<file path="src/rtl/a2d_arbiter.sv">
// Round-robin arbiter sharing one A2D converter among NREQ requesters.
// Per grant: latch channel, settle, pulse strt_cnv, await cnv_cmplt or timeout.
module a2d_arbiter #(
   parameter int unsigned NREQ    = 3,
   parameter int unsigned SETTLE  = 8,
   parameter int unsigned TIMEOUT = 1024
) (
   input  logic                 clk,
   input  logic                 rst_n,
   input  logic [NREQ-1:0]      req,
   input  logic [3*NREQ-1:0]    req_chnnl,
   output logic [NREQ-1:0]      gnt,
   output logic [NREQ-1:0]      done,
   output logic [NREQ-1:0]      err,
   output logic [11:0]          res,
   output logic                 busy,
   output logic [2:0]           chnnl,
   output logic                 strt_cnv,
   input  logic                 cnv_cmplt,
   input  logic [11:0]          A2D_res
);

   localparam int unsigned SW = (SETTLE  > 1) ? $clog2(SETTLE)  : 1;
   localparam int unsigned TW = (TIMEOUT > 1) ? $clog2(TIMEOUT) : 1;
   localparam int unsigned PW = (NREQ    > 1) ? $clog2(NREQ)    : 1;

   localparam logic [SW-1:0] S_LAST = SW'(SETTLE - 1);
   localparam logic [TW-1:0] T_LAST = TW'(TIMEOUT - 1);

   typedef enum logic [2:0] {
      ST_IDLE,
      ST_SETTLE,
      ST_START,
      ST_CONV,
      ST_DONE,
      ST_ERR
   } state_t;

   state_t          r_state;
   logic [SW-1:0]   r_scnt;
   logic [TW-1:0]   r_tcnt;
   logic [PW-1:0]   r_ptr;

   logic            w_found;
   logic [PW-1:0]   w_win;
   logic [PW-1:0]   w_cand;
   logic [2:0]      w_chn;

   // Search starts one past the last winner and wraps, so the first hit is fair.
   always_comb begin
      w_found = 1'b0;
      w_win   = '0;
      w_cand  = '0;
      for (int unsigned i = 1; i <= NREQ; i++) begin
         w_cand = PW'((32'(r_ptr) + i) % NREQ);
         if (!w_found && req[w_cand]) begin
            w_found = 1'b1;
            w_win   = w_cand;
         end
      end
      w_chn = '0;
      for (int unsigned i = 0; i < NREQ; i++) begin
         if (w_win == PW'(i)) w_chn = req_chnnl[3*i +: 3];
      end
   end

   assign busy = (r_state != ST_IDLE);

   always_ff @(posedge clk or negedge rst_n) begin
      if (!rst_n) begin
         r_state  <= ST_IDLE;
         r_scnt   <= '0;
         r_tcnt   <= '0;
         r_ptr    <= PW'(NREQ - 1);
         gnt      <= '0;
         done     <= '0;
         err      <= '0;
         res      <= '0;
         chnnl    <= '0;
         strt_cnv <= 1'b0;
      end else begin
         strt_cnv <= 1'b0;
         done     <= '0;
         err      <= '0;
         unique case (r_state)
            ST_IDLE: begin
               if (w_found) begin
                  gnt     <= NREQ'(1) << w_win;
                  chnnl   <= w_chn;
                  r_ptr   <= w_win;
                  r_scnt  <= '0;
                  r_state <= ST_SETTLE;
               end
            end
            ST_SETTLE: begin
               if (r_scnt == S_LAST) begin
                  strt_cnv <= 1'b1;
                  r_state  <= ST_START;
               end else begin
                  r_scnt <= r_scnt + 1'b1;
               end
            end
            ST_START: begin
               r_tcnt  <= '0;
               r_state <= ST_CONV;
            end
            ST_CONV: begin
               // Completion outranks a timeout landing in the same cycle.
               if (cnv_cmplt) begin
                  res     <= A2D_res;
                  done    <= gnt;
                  r_state <= ST_DONE;
               end else if (r_tcnt == T_LAST) begin
                  err     <= gnt;
                  r_state <= ST_ERR;
               end else begin
                  r_tcnt <= r_tcnt + 1'b1;
               end
            end
            ST_DONE, ST_ERR: begin
               gnt     <= '0;
               r_state <= ST_IDLE;
            end
            default: r_state <= ST_IDLE;
         endcase
      end
   end

endmodule
</file>
<file path="config.mk">
export PLATFORM = sky130hd
export DESIGN_NAME = a2d_arbiter
export DESIGN_NICKNAME = d
export VERILOG_FILES = /design/src/rtl/a2d_arbiter.sv
export SDC_FILE = /design/constraint.sdc
export NUM_CORES = 1
export LEC_CHECK = 0
export BUFFER_PORTS_ARGS = -buffer_cell sky130_fd_sc_hd__buf_4
export CORE_ASPECT_RATIO = 0.8
export CORE_MARGIN = 4
export CORE_UTILIZATION = 38
export DETAILED_ROUTE_END_ITERATION = 10
export MAX_ROUTING_LAYER = met4
export SYNTH_ARGS = -nofsm -noshare
export SYNTH_HDL_FRONTEND = slang
export SYNTH_SLANG_ARGS = --single-unit
</file>
<file path="constraint.sdc">
create_clock -name clk -period 2.25 [get_ports clk]
set_input_delay 0.3375 -clock clk [delete_from_list [all_inputs] [get_ports clk]]
set_output_delay 0.3375 -clock clk [all_outputs]
set_load 0.01 [all_outputs]
</file>
======== After elaboration in Yosys (flattened, before gate mapping) ========
Index checks and enable logic that the tools add are counted.
word-level totals
  output and inout bits ................... 26
  bits of input ports ..................... 27
  logic and storage cells ................. 89
  flip-flop bits (word level) ............. 43
cells by class
  muxes and demuxes ....................... 35
  reductions and logical operators ........ 17
  div/mod/pow operators ................... 3
  shift operators ......................... 1
  order comparisons ....................... 3
  equal/unequal tests ..................... 15
  $add $sub $neg .......................... 5
operator list
  cell                                                        number
  modulo 32 x 2 -> 32 bit, second input constant              3
  2-to-1 mux 3 bit                                            15
  2-to-1 mux 10 bit                                           2
  one-hot mux 10 bit (2 select lines)                         1
  one-hot mux 3 bit (2 select lines)                          2
  one-hot mux 3 bit (4 select lines)                          1
  adder 10 x 1 -> 10 bit, second input constant               1
  equality test 10 bit, second input constant                 1
  inequality test 2 bit, second input constant                5
  equality test 3 bit, second input constant                  3
  less-than comparator 2 x 3 -> 1 bit, second input constant  3
  AND reduction 3 bit                                         3
  2-to-1 mux 1 bit                                            8
  adder 2 x 2 -> 3 bit, second input constant                 2
  binary-select mux 1 bit (select 2 bit)                      3
  equality test 3 x 2 -> 1 bit, second input constant         2
  2-to-1 mux 2 bit                                            3
  AND reduction 2 bit                                         3
  nonzero test 2 bit                                          3
  adder 2 x 1 -> 3 bit, second input constant                 1
  adder 3 x 1 -> 3 bit, second input constant                 1
  equality test 3 x 1 -> 1 bit, second input constant         1
  logical NOT 3 bit                                           1
  inequality test 3 bit, second input constant                1
  other kinds (8)                                             10

======== Logic depth before layout (Yosys ltp) ========
  depth in word-level cells ............... 15
  gate-level depth with buffers ........... 9

======== Worst setup path after synthesis ========
Ideal clock, no wire load.
  kind .................................... reg2reg
  from .................................... reg r_ptr[1]
  to ...................................... reg gnt[0]
  setup slack ............................. 259 ps
  stages on the path, launching flop included .. 10
  setup time .............................. 96 ps
  arrival ................................. 1,895 ps
  clock period less this slack ............ 1,991 ps
  path buffers ............................ 2
  required time ........................... 2,154 ps
  path through ............................ dfstp_2 > inv_1 > ha_1 > buf_6 > a22o_1 > a211o_1 > a22oi_4 > buf_6 > nand3_1 > o31ai_1
between the ends
  word-level cells in the longest chain between the ends .. 14
  elaborated cells between the ends (all ways) .. 27
ends and longest elaborated chain
  item                                    RTL line  source
  start, declared                         42        logic [PW-1:0] r_ptr;
  start signal, assigned                  74        r_ptr <= PW'(NREQ - 1);
  start signal, assigned                  90        r_ptr <= w_win;
  adder 2 x 1 -> 3 bit                    55        w_cand = PW'((32'(r_ptr) + i) % NREQ);
  modulo 32 x 2 -> 32 bit                 55
  binary-select mux 1 bit (select 2 bit)  56        if (!w_found && req[w_cand]) begin
  2-to-1 mux 1 bit (not written as such)  56
  2-to-1 mux 1 bit                        56
  logical NOT 1 bit                       56
  logical AND 1 bit                       56
  2-to-1 mux 1 bit                        56
  logical NOT 1 bit                       56
  logical AND 1 bit                       56
  2-to-1 mux 2 bit                        56
  left shift 1 x 2 -> 3 bit               88        gnt <= NREQ'(1) << w_win;
  2-to-1 mux 3 bit                        87        if (w_found) begin
  one-hot mux 3 bit (2 select lines)      85        unique case (r_state)
  end signal, assigned                    88
  end, declared                           12        output logic [NREQ-1:0] gnt,
Parallel ways exist; a longest one is shown, timed or not. The select of a mux whose other input is x is not followed.
A chain may end at the register's enable or synchronous reset.

======== Final worst setup path ========
  from .................................... reg r_ptr[1]
  to ...................................... reg gnt[2]
Same word-level chain as after synthesis.

==> results.md <==
- Period minus WS final: ~2.1 ns
- DRC viols: 0
- CP startpoint kind: register
- Hold-fix buffers, CTS: 0
- Buffers on Ports: between 50 and 60
- Fin nets: 286
- Die Height: 75.7 µm
- Worst Reg-to-Reg Cells: 8
- Pwr Density: ~1200 nW/µm²
- CTS tree: built
- Routability cong.: just under 0.8
- Max-slew violation count: 0
- Clock latency on the worst-skew pair: between 0.2 and 0.3 ns
- RR Endpoint: gnt[2]
- Worst setup path class: register to register
- Number of antenna diodes: 0
- Maximum VDD drop: ~590 µV
- Clk_skew: ~0.0095 ns
- Final ANT Viol Nets: 0
- DR WL/cell: roughly 13 µm
- Finish-stage setup viols: 0
- Fin crit share: between 90 and 100%
- Clock-pin slew on the worst setup and hold paths: around 0.080 ns
- Count of cell types in the netlist: 52
- First-pass GRT wire length: between 7000 and 8000 µm
- Status: finished clean
- Share of cells above drive strength 1: between 30% and 40%
- Critical path, cell by cell: inv_1, ha_1, a22o_1, a211o_1, a22oi_4, buf_12, nor2b_1, a31o_1
- Total of max-cap violations: 0
- EDFF count, synth: 0
- Placed Cells: ~320
- Primary FF master, synth: dfrtp_1
- CP max stage delay: 0.55 ns
- Final Hold Slack: ~0.025 ns
- Setup slack, reg-to-reg: roughly 0.17 ns
- Total clock sinks: 43
- Initial antenna violation count: 0
- 1st-pass router iterations: 4
- Final WL: 4340 µm
- CP Capture Type: register
- Site Rows: 24
- Reg-to-reg startpoint: r_ptr[1]
- Max clock buf depth: 2
- Area Growth Syn to Fin: 28.3%
- Starting DRT DRC Count: 44
- Gate Count Post-Synth: between 150 and 200
- # IOs: 53
- Vias in the first global route: between 1.5k and 2k
- Via count: roughly 1.6k
- Core Area: 5500 µm²
- Fmax: about 0.48 GHz
- Flops & latches, synth: 43
- GRT Overall Usage: 13.2%
- Critical-path maximum fanout: 14
- TNS Setup: 0 ns
- Htree depth: 2
- Worst path required time: 2.42 ns
- Synthesized net count: 229
- Grt ovf: 0
- Slowest cell on the critical path: dfstp_2
- Register area share after synthesis: between 40% and 50%
- Post-DR vias/cell: between 4 and 5
- Ys Warns: 0
- Leakage power: ~1.3 nW
- Largest net degree at the start of global routing: 44
- FFs w/ async S/R, synth: 100%
- Rel. slew slack: between 50% and 60%
- Hold Path Class: input pin to async pin
- Initial Utilization: between 30% and 40%
- Final count of hold timing violations: 0
- Die Width: roughly 90 µm
- CTS root buf: clkbuf_8
- Mean Syn Cell Area: around 11 µm²
- Post-route total power: 0.00340 W
- CTS buffer count: 5
- DP HPWL: roughly 3100 µm
- Mapped Area: roughly 2200 µm²
- Non-Filler Instances: around 330
- Die Area: 7020 µm²
- Crit path DAT: 2.26 ns
- Worst Tran Pin Value: approximately 0.73 ns
- RSZ-0062 raised after global routing: false
==> cells in the final DEF, fill, tap and decap left out, types with 2 or more instances in the layout <==
| master | Yosys | final |
|---|---|---|
| a32oi_2 | 3 | 3 |
| nor3b_1 | 2 | 2 |
| nand3_1 | 10 | 10 |
| and3_1 | 4 | 4 |
| mux2_2 | 12 | 12 |
| a21o_1 | 3 | 3 |
| a31o_1 | 2 | 2 |
| inv_1 | 12 | 12 |
| nor2_1 | 16 | 16 |
| nand2_1 | 14 | 14 |
| ha_1 | 6 | 5 |
| nor2b_1 | 3 | 3 |
| buf_4 | 0 | 57 |
| or3b_1 | 3 | 3 |
| nor3_1 | 2 | 2 |
| o21ai_0 | 3 | 2 |
| clkbuf_8 | 0 | 6 |
| xnor2_1 | 6 | 6 |
| nand2b_1 | 5 | 5 |
| a21oi_1 | 7 | 7 |
| dfrtp_1 | 42 | 42 |
| nand4b_1 | 2 | 2 |
| o21ai_1 | 2 | 3 |
==> Yosys cell counts (4+ instances only) <==
library cell	n	area share, %
nand3_1	10	2.3
mux2_2	12	6.2
and3_1	4	1.1
nor2_1	16	2.8
nand2b_1	5	1.4
a21oi_1	7	1.6
inv_1	12	2.1
ha_1	6	3.4
buf_2	4	0.92
dfrtp_1	42	48
nand2_1	14	2.4
xnor2_1	6	2.4
==> stage by stage <==
step / utilization (%) / instance area (µm²) / setup WS, ns
final: 50.9 / 2800 / 0.166
after detailed placement: 48.0 / 2640 / 0.0775
after global placement: 48.0 / 2640 / 0.100
after floorplan: - / 2180 / 0.259
after global routing: 50.9 / 2800 / 0.0592
after CTS: 50.2 / 2760 / 0.0597
==> how the worst max path moves through the flow <==
stage	startpoint	to	slack, ns
6_report	r_ptr[1]	gnt[2]	0.17
5_1_grt	r_ptr[1]	r_scnt[0]	0.06
4_1_cts	r_ptr[1]	gnt[2]	0.06
3_5_place_dp	r_ptr[1]	gnt[2]	0.08
3_3_place_gp	r_ptr[0]	chnnl[1]	0.10
2_1_floorplan	r_ptr[1]	gnt[0]	0.26
==> sequential cells by signal (all words and copies together) (netlist names) <==
name,cells
res,12
r_tcnt,10
chnnl,3
done,3
err,3
gnt,3
r_scnt,3
r_state,3
r_ptr,2
strt_cnv,1
==> logic make-up after synthesis <==
logic type                 share of synthesized area [%]
AOI/OAI and AO/OA                                   13.8
xor gates and xnor gates                            2.41
adders and majority gates                           3.44
buffers and inverters                               4.88
DFF                                                 49.4
muxes                                               6.66
and+or+nand+nor                                     19.3
==> timing repair <==
action / in CTS / in global routing
resized for setup: 0 / 3
endpoints found under the setup margin: 0 / 7
setup buffers: 0 / 2
==> routing by layer <==
metal  wire length [µm]  track usage, %  vias to the layer above
li1                   -               -                      805
met3                197            3.46                        0
met4                  0            2.93                        0
met1               2180            17.3                      784
met2               1960            20.8                       34
met5                  0               -                        -
==> area by class of cell <==
cell class	instances	area, µm²
Multi-Input combinational cell	132	1010
Fill cell	510	2700
Inverter	13	48.8
Clock buffer	6	82.6
Sequential cell	43	1080
Tap cell	78	97.6
Clock inverter	2	35.0
Timing Repair Buffer	58	448
==> power breakdown <==
group / switching, W / total [W] / internal (W)
sequential: 0.000195 / 0.00122 / 0.00102
clock: 0.000251 / 0.000610 / 0.000359
combinational: 0.000741 / 0.00157 / 0.000834
==> worst max-delay path, delay by kind of cell, from the launching register on <==
family          cells  cell delay, ns
compound gates      4            0.92
flops               1            0.55
fa+ha+maj           1            0.24
buf+inv             2            0.21
simple gates        1            0.06
No activity file was read; power rests on OpenSTA's default activity.
